--- src/rtl/irrig_pkg.sv ---
`default_nettype none
// ============================================================================
//  Module   : irrig_pkg
//  Purpose  : Shared types and helpers for the irrigation sequencer.
//             Holds the sequencer state encoding, the area index type and
//             small constant helpers used for sizing.
//  Revision : 1.0  initial release
// ============================================================================
package irrig_pkg;

    // Number of independently valved irrigation areas.
    localparam int N_AREAS = 2;

    // Index of one irrigation area.
    typedef logic area_t;

    // Sequencer states. IDLE must stay at zero so reset lands there.
    typedef enum logic [2:0] {
        ST_IDLE  = 3'd0,
        ST_PRIME = 3'd1,
        ST_WATER = 3'd2,
        ST_CLOSE = 3'd3,
        ST_REST  = 3'd4
    } irrig_state_t;

    // Largest of three integers. Sizes the shared phase timer.
    function automatic int max3(input int a, input int b, input int c);
        int m;
        m = (a > b) ? a : b;
        return (m > c) ? m : c;
    endfunction

    // One-hot valve pattern for a given area.
    function automatic logic [N_AREAS-1:0] area_onehot(input area_t a);
        logic [N_AREAS-1:0] v;
        v    = '0;
        v[a] = 1'b1;
        return v;
    endfunction

endpackage : irrig_pkg
`default_nettype wire

--- src/rtl/irrig_tick_timer.sv ---
`default_nettype none
// ============================================================================
//  Module   : irrig_tick_timer
//  Purpose  : Loadable down-counter advanced by the slow tick strobe.
//             o_done pulses on a tick that arrives while the count is zero,
//             which is the edge where the owning phase ends. A load always
//             wins over a coincident tick, so the tick on the load edge
//             never counts toward the newly started phase.
//  Revision : 1.0  initial release
// ============================================================================
module irrig_tick_timer #(
    parameter int W = 3
) (
    input  logic         clk,
    input  logic         rst_n,
    input  logic         i_tick,
    input  logic         i_load,
    input  logic [W-1:0] i_load_val,
    output logic         o_done
);

    logic [W-1:0] r_count;

    // Count down once per tick, saturating at zero; reload on phase entry.
    always_ff @(posedge clk or negedge rst_n) begin
        if (!rst_n) begin
            r_count <= '0;
        end else if (i_load) begin
            r_count <= i_load_val;
        end else if (i_tick && (r_count != '0)) begin
            r_count <= r_count - 1'b1;
        end
    end

    assign o_done = i_tick && (r_count == '0);

endmodule : irrig_tick_timer
`default_nettype wire

--- src/rtl/irrigation_sequencer.sv ---
`default_nettype none
// ============================================================================
//  Module   : irrigation_sequencer
//  Purpose  : Waters at most one area at a time with the timed sequence
//             PRIME (valve open) -> WATER (valve + pump) -> CLOSE (valve,
//             pump off) -> REST (all off) -> IDLE. Two simultaneously dry
//             areas are served round-robin. dry is only looked at in IDLE,
//             so a started dose always runs to completion.
//  Options  : IRRIG_FAULT_EN - per-area consecutive-dose counters; an area
//             dosed MAX_DOSES times in a row without ever reading not-dry
//             latches its fault bit and is masked from selection.
//  Revision : 1.0  initial release
// ============================================================================
module irrigation_sequencer
    import irrig_pkg::*;
#(
    parameter int PRIME_TICKS = 2,
    parameter int WATER_TICKS = 5,
    parameter int REST_TICKS  = 3,
    parameter int MAX_DOSES   = 4
) (
    input  logic               clk,
    input  logic               rst_n,
    input  logic               tick,
    input  logic [N_AREAS-1:0] dry,
    output logic [N_AREAS-1:0] valve,
    output logic               pump,
    output logic               busy,
    output area_t              area,
    output logic [N_AREAS-1:0] fault
);

    // One timer is shared by every timed phase, so it is sized for the
    // longest of them.
    localparam int c_TMR_W = $clog2(max3(PRIME_TICKS, WATER_TICKS, REST_TICKS) + 1);

    // Timer reload values: a phase of N ticks ends on the tick that finds
    // the counter at zero, so it is loaded with N-1.
    localparam logic [c_TMR_W-1:0] c_PRIME_LD = c_TMR_W'(PRIME_TICKS - 1);
    localparam logic [c_TMR_W-1:0] c_WATER_LD = c_TMR_W'(WATER_TICKS - 1);
    localparam logic [c_TMR_W-1:0] c_CLOSE_LD = '0;
    localparam logic [c_TMR_W-1:0] c_REST_LD  = c_TMR_W'(REST_TICKS - 1);

    irrig_state_t       r_state;
    logic [N_AREAS-1:0] r_valve;
    logic               r_pump;
    logic               r_busy;
    area_t              r_area;
    area_t              r_last_served;

    logic [N_AREAS-1:0] w_fault;
    logic [N_AREAS-1:0] w_elig;
    logic               w_sel_valid;
    area_t              w_sel;
    logic               w_done;
    logic               w_load;
    logic [c_TMR_W-1:0] w_load_val;

    // Pick the area to serve from the eligible dry flags; a tie goes to the
    // area that was not served last.
    always_comb begin
        w_sel_valid = (w_elig != '0);
        w_sel       = 1'b0;
        case (w_elig)
            2'b01:   w_sel = 1'b0;
            2'b10:   w_sel = 1'b1;
            2'b11:   w_sel = ~r_last_served;
            default: w_sel = 1'b0;
        endcase
    end

    // Reload the shared timer on every phase entry with that phase's length.
    always_comb begin
        w_load     = 1'b0;
        w_load_val = '0;
        case (r_state)
            ST_IDLE: begin
                if (w_sel_valid) begin
                    w_load     = 1'b1;
                    w_load_val = c_PRIME_LD;
                end
            end
            ST_PRIME: begin
                if (w_done) begin
                    w_load     = 1'b1;
                    w_load_val = c_WATER_LD;
                end
            end
            ST_WATER: begin
                if (w_done) begin
                    w_load     = 1'b1;
                    w_load_val = c_CLOSE_LD;
                end
            end
            ST_CLOSE: begin
                if (w_done) begin
                    w_load     = 1'b1;
                    w_load_val = c_REST_LD;
                end
            end
            default: begin
                w_load     = 1'b0;
                w_load_val = '0;
            end
        endcase
    end

    irrig_tick_timer #(
        .W (c_TMR_W)
    ) u_timer (
        .clk        (clk),
        .rst_n      (rst_n),
        .i_tick     (tick),
        .i_load     (w_load),
        .i_load_val (w_load_val),
        .o_done     (w_done)
    );

    // Dose sequencer: outputs are updated on the transition edges so that
    // valve, pump and busy come straight from flops.
    always_ff @(posedge clk or negedge rst_n) begin
        if (!rst_n) begin
            r_state       <= ST_IDLE;
            r_valve       <= '0;
            r_pump        <= 1'b0;
            r_busy        <= 1'b0;
            r_area        <= 1'b0;
            r_last_served <= 1'b1;
        end else begin
            case (r_state)
                ST_IDLE: begin
                    if (w_sel_valid) begin
                        r_state <= ST_PRIME;
                        r_area  <= w_sel;
                        r_valve <= area_onehot(w_sel);
                        r_busy  <= 1'b1;
                    end
                end
                ST_PRIME: begin
                    if (w_done) begin
                        r_state <= ST_WATER;
                        r_pump  <= 1'b1;
                    end
                end
                ST_WATER: begin
                    if (w_done) begin
                        r_state <= ST_CLOSE;
                        r_pump  <= 1'b0;
                    end
                end
                ST_CLOSE: begin
                    if (w_done) begin
                        r_state       <= ST_REST;
                        r_valve       <= '0;
                        r_last_served <= r_area;
                    end
                end
                ST_REST: begin
                    if (w_done) begin
                        r_state <= ST_IDLE;
                        r_busy  <= 1'b0;
                    end
                end
                default: begin
                    r_state <= ST_IDLE;
                    r_valve <= '0;
                    r_pump  <= 1'b0;
                    r_busy  <= 1'b0;
                end
            endcase
        end
    end

`ifdef IRRIG_FAULT_EN
    // Dose counters are at least 3 bits wide and always hold MAX_DOSES.
    localparam int c_DOSE_CW = $clog2(MAX_DOSES + 1);
    localparam int c_DOSE_W  = (c_DOSE_CW > 3) ? c_DOSE_CW : 3;
    localparam logic [c_DOSE_W-1:0] c_MAX_DOSES = c_DOSE_W'(MAX_DOSES);

    logic w_rest_entry;
    logic w_idle;

    assign w_rest_entry = (r_state == ST_CLOSE) && w_done;
    assign w_idle       = (r_state == ST_IDLE);

    for (genvar gi = 0; gi < N_AREAS; gi++) begin : g_area_fault
        logic [c_DOSE_W-1:0] r_doses;
        logic                r_fault;

        // Count consecutive doses; a not-dry reading in IDLE restarts the
        // run, and reaching the limit latches the area's fault until reset.
        always_ff @(posedge clk or negedge rst_n) begin
            if (!rst_n) begin
                r_doses <= '0;
                r_fault <= 1'b0;
            end else if (w_rest_entry && (r_area == area_t'(gi))) begin
                if (r_doses != c_MAX_DOSES) begin
                    r_doses <= r_doses + 1'b1;
                end
                if (r_doses == (c_MAX_DOSES - 1'b1)) begin
                    r_fault <= 1'b1;
                end
            end else if (w_idle && !dry[gi]) begin
                r_doses <= '0;
            end
        end

        assign w_fault[gi] = r_fault;
    end

    assign w_elig = dry & ~w_fault;
`else
    assign w_fault = '0;
    assign w_elig  = dry;
`endif

    assign valve = r_valve;
    assign pump  = r_pump;
    assign busy  = r_busy;
    assign area  = r_area;
    assign fault = w_fault;

endmodule : irrigation_sequencer
`default_nettype wire

--- config.mk ---
export PLATFORM = sky130hd
export DESIGN_NAME = irrigation_sequencer
export DESIGN_NICKNAME = d
export VERILOG_FILES = /design/src/rtl/irrig_pkg.sv /design/src/rtl/irrig_tick_timer.sv /design/src/rtl/irrigation_sequencer.sv
export SDC_FILE = /design/constraint.sdc
export NUM_CORES = 1
export LEC_CHECK = 0
export BUFFER_PORTS_ARGS = -buffer_cell sky130_fd_sc_hd__clkbuf_2
export CORE_MARGIN = 4
export CORE_UTILIZATION = 53
export CTS_CLUSTER_DIAMETER = 200
export DETAILED_ROUTE_END_ITERATION = 12
export GPL_ROUTABILITY_DRIVEN = 0
export HOLD_SLACK_MARGIN = 0.1
export PLACE_DENSITY = 0.74
export SYNTH_ARGS = -nofsm -noshare
export SYNTH_HDL_FRONTEND = slang
export SYNTH_SLANG_ARGS = --single-unit
--- constraint.sdc ---
create_clock -name clk -period 1.7 [get_ports clk]
set_clock_uncertainty 0.15 [all_clocks]
set_input_delay 0.17 -clock clk [delete_from_list [all_inputs] [get_ports clk]]
set_output_delay 0.17 -clock clk [all_outputs]
set_load 0.01 [all_outputs]
==> reports/qor.yml <==
cp-start-kind: "register"
synth_warnings: 0
async_flop_share: 1.00
layout-drive-gt1-share: 0.271
synth-edff-count: 0
synth_area_leaders: "dfrtp_1, nand2_1, o21ai_0, dfstp_2, nor2_1"
worstPathMaxFanout: 6
final_nets: 104
swShare: 0.394
pwr-share-seq: 0.371
slowest_stage: "dfrtp_1"
netlist_top_cells_count: "dfrtp_1, nand2_1, nor2_1, o21ai_0, inv_1"
h-tree-depth: 1
p_leak_uw: 0.000430
p_per_area_mw_per_mm2: 1650
yosysMostFrequentCell: "dfrtp_1"
fin_crit_sh: 0.936
root_buffer: "clkbuf_4"
rsz0062_at_grt: "false"
grt_max_degree: 13
vdd_drop_max_mv: 0.771
criticalPathCategory: "register to register"
dr.pass1.iters: 4
die_y_um: 45.2
rows: 13
worstPathArrival_ns: 1.65
synth.distinct_cells: 36
post-route-drc-count: 0
clockPowerShare: 0.161
cts_buffers: 3
finalHoldViolCount: 0
start_util: 0.564
clkTransAtPathRegs_ns: 0.08
whs_ns: 0.150
setup_viol: 0
p_comb_frac: 0.469
via_count: 610
num_io_pins: 12
period_minus_slack_ns: 1.59
antenna_cells: 0
total_power_uw: 1440
status: "finished, final reports clean"
cpPeakStageDelay_ns: 0.41
synthesis.area_um2: 734
synth_top_area_share: 0.375
finalWirelength_mm: 1.56
core-area_mm2: 0.00130
area_growth_pct: 18.7
clk_path_buf_depth: 2
antenna_found_initial: 0
crit_required_ns: 1.76
avgSynthCellArea_um2: 9.18
critical_path.top_delay_family: "simple AND/OR/NAND/NOR gates"
reg2reg_slack_ns: 0.11
syn_inst: 80
grt_pass1_wl_mm: 2.48
dieArea_mm2: 0.00205
grt_pass1_vias: 543
crit_path_end_kind: "register"
ys_seq_elements: 12
io_buffers: 9
grt_overflow: 0
cts_tree: "built"
wire_per_inst_um: 14.0
p_sw_uw: 569
vias_per_cell: 5.50
final.setup.tns_ns: 0
fillCellCount: 115
clock_latency_ns: 0.28
worstHoldPathType: "input pin to asynchronous set/reset pin"
drtAntennaViolNets: 0
drtIter0Drc: 10
grtUsageTotal: 0.171
cap_viol_max_count: 0
crit_path_cell_trace: "inv_2 -> ha_4 -> nand3b_4 -> nor3_4 -> nand2_2 -> mux2_4"
synth_top_area_cell: "dfrtp_1"
seq_area_frac_synth: 0.411
max_freq_mhz: 629
crit_buf_inv: 1
finalMaxSlewViolations: 0
p_int_uw: 873
hpwl_mm: 1.09
finalWorstSetupSlack_ns: 0.109
die_x_um: 45.2
dp_slack_ns: 0.0192
cts.sinks: 12
ys.flop_type: "dfrtp_1"
## area by class of cell
class                           count  area, um^2  area share
Tap cell                           15        18.8      0.0215
Sequential cell                    12         302       0.346
Multi-Input combinational cell     59         388       0.445
Timing Repair Buffer               17         113       0.129
Inverter                            4        15.0      0.0172
Clock buffer                        4        36.3      0.0416
## path summary, 6_finish.rpt
kind                               startpoint                  to  cells past startpoint
setup / recovery           u_timer.r_count[0]       r_last_served                      6
hold reg to reg                          area                area                      2
max in group asynchronous               rst_n       r_last_served                      2
min in group clk                         tick  u_timer.r_count[0]                      3
setup reg to reg           u_timer.r_count[0]       r_last_served                      6
hold / removal                          rst_n          r_state[0]                      2
## worst reg2reg max path, delay by kind of cell, from the launching register on
| kind | cells | cell delay [ns] |
|---|---|---|
| simple gates | 3 | 0.42 |
| flops | 1 | 0.41 |
| mux | 1 | 0.29 |
| fa+ha+maj | 1 | 0.17 |
| buf+inv | 1 | 0.09 |
## stage by stage
stage	util	cell area [um^2]	instances
3_3_place_gp	0.604	786	103
6_report	0.670	872	111
4_1_cts	0.655	852	110
3_5_place_dp	0.604	786	103
2_1_floorplan	-	738	81
5_1_grt	0.670	872	111
## power groups by stage
stage	Combinational (uW)	Sequential (uW)	Clock (uW)
4_1_cts	620	530	235
6_report	676	535	231
3_3_place_gp	603	526	0
2_1_floorplan	470	511	0
5_1_grt	742	550	246
3_5_place_dp	613	536	0
## layer usage
layer  up-vias  GRT usage  routed length [um]
li1        306          -                   -
met1       289      0.233                 726
met2        13      0.260                 760
met3         2     0.0239                  61
met4         0     0.0877                  10
met5         -          0                   0
## cell families after synthesis
group                    count (synthesis)  share of synthesized area
AO/OA/AOI/OAI                           17                      0.138
XOR/XNOR                                 1                     0.0119
adder cells (fa/ha/maj)                  2                     0.0341
buffers and inverters                   10                     0.0835
flip-flops                              12                      0.411
multiplexers                             2                     0.0341
other                                    1                    0.00511
AND/OR/NAND/NOR                         35                      0.283
## what timing repair did
action                     in CTS  in global routing
buffers inserted                0                  1
setup endpoints to repair       0                  5
resized for setup               0                  4
hold endpoints to repair       15                  0
hold buffers                    3                  0
## cell usage in the layout, fill, tap and decap left out, types with 2 or more instances in the layout
cell type      instances
nor2_1                 7
conb_1                 2
o21ai_0                5
inv_1                  3
buf_4                  5
a21oi_1                3
o21ai_1                4
dfrtp_1               11
clkbuf_2               9
nor3_1                 3
dlygate4sd3_1          3
nor2b_1                2
nand3_1                2
nand2_1                9
nand4_1                2
clkbuf_4               3
## registers in the layout, summed over array words and instances (netlist names)
signal and cells:
r_state 3, u_timer.r_count 3, valve 2, area 1
busy 1, pump 1, r_last_served 1
Note: power is estimated with default switching activity, not from simulation.
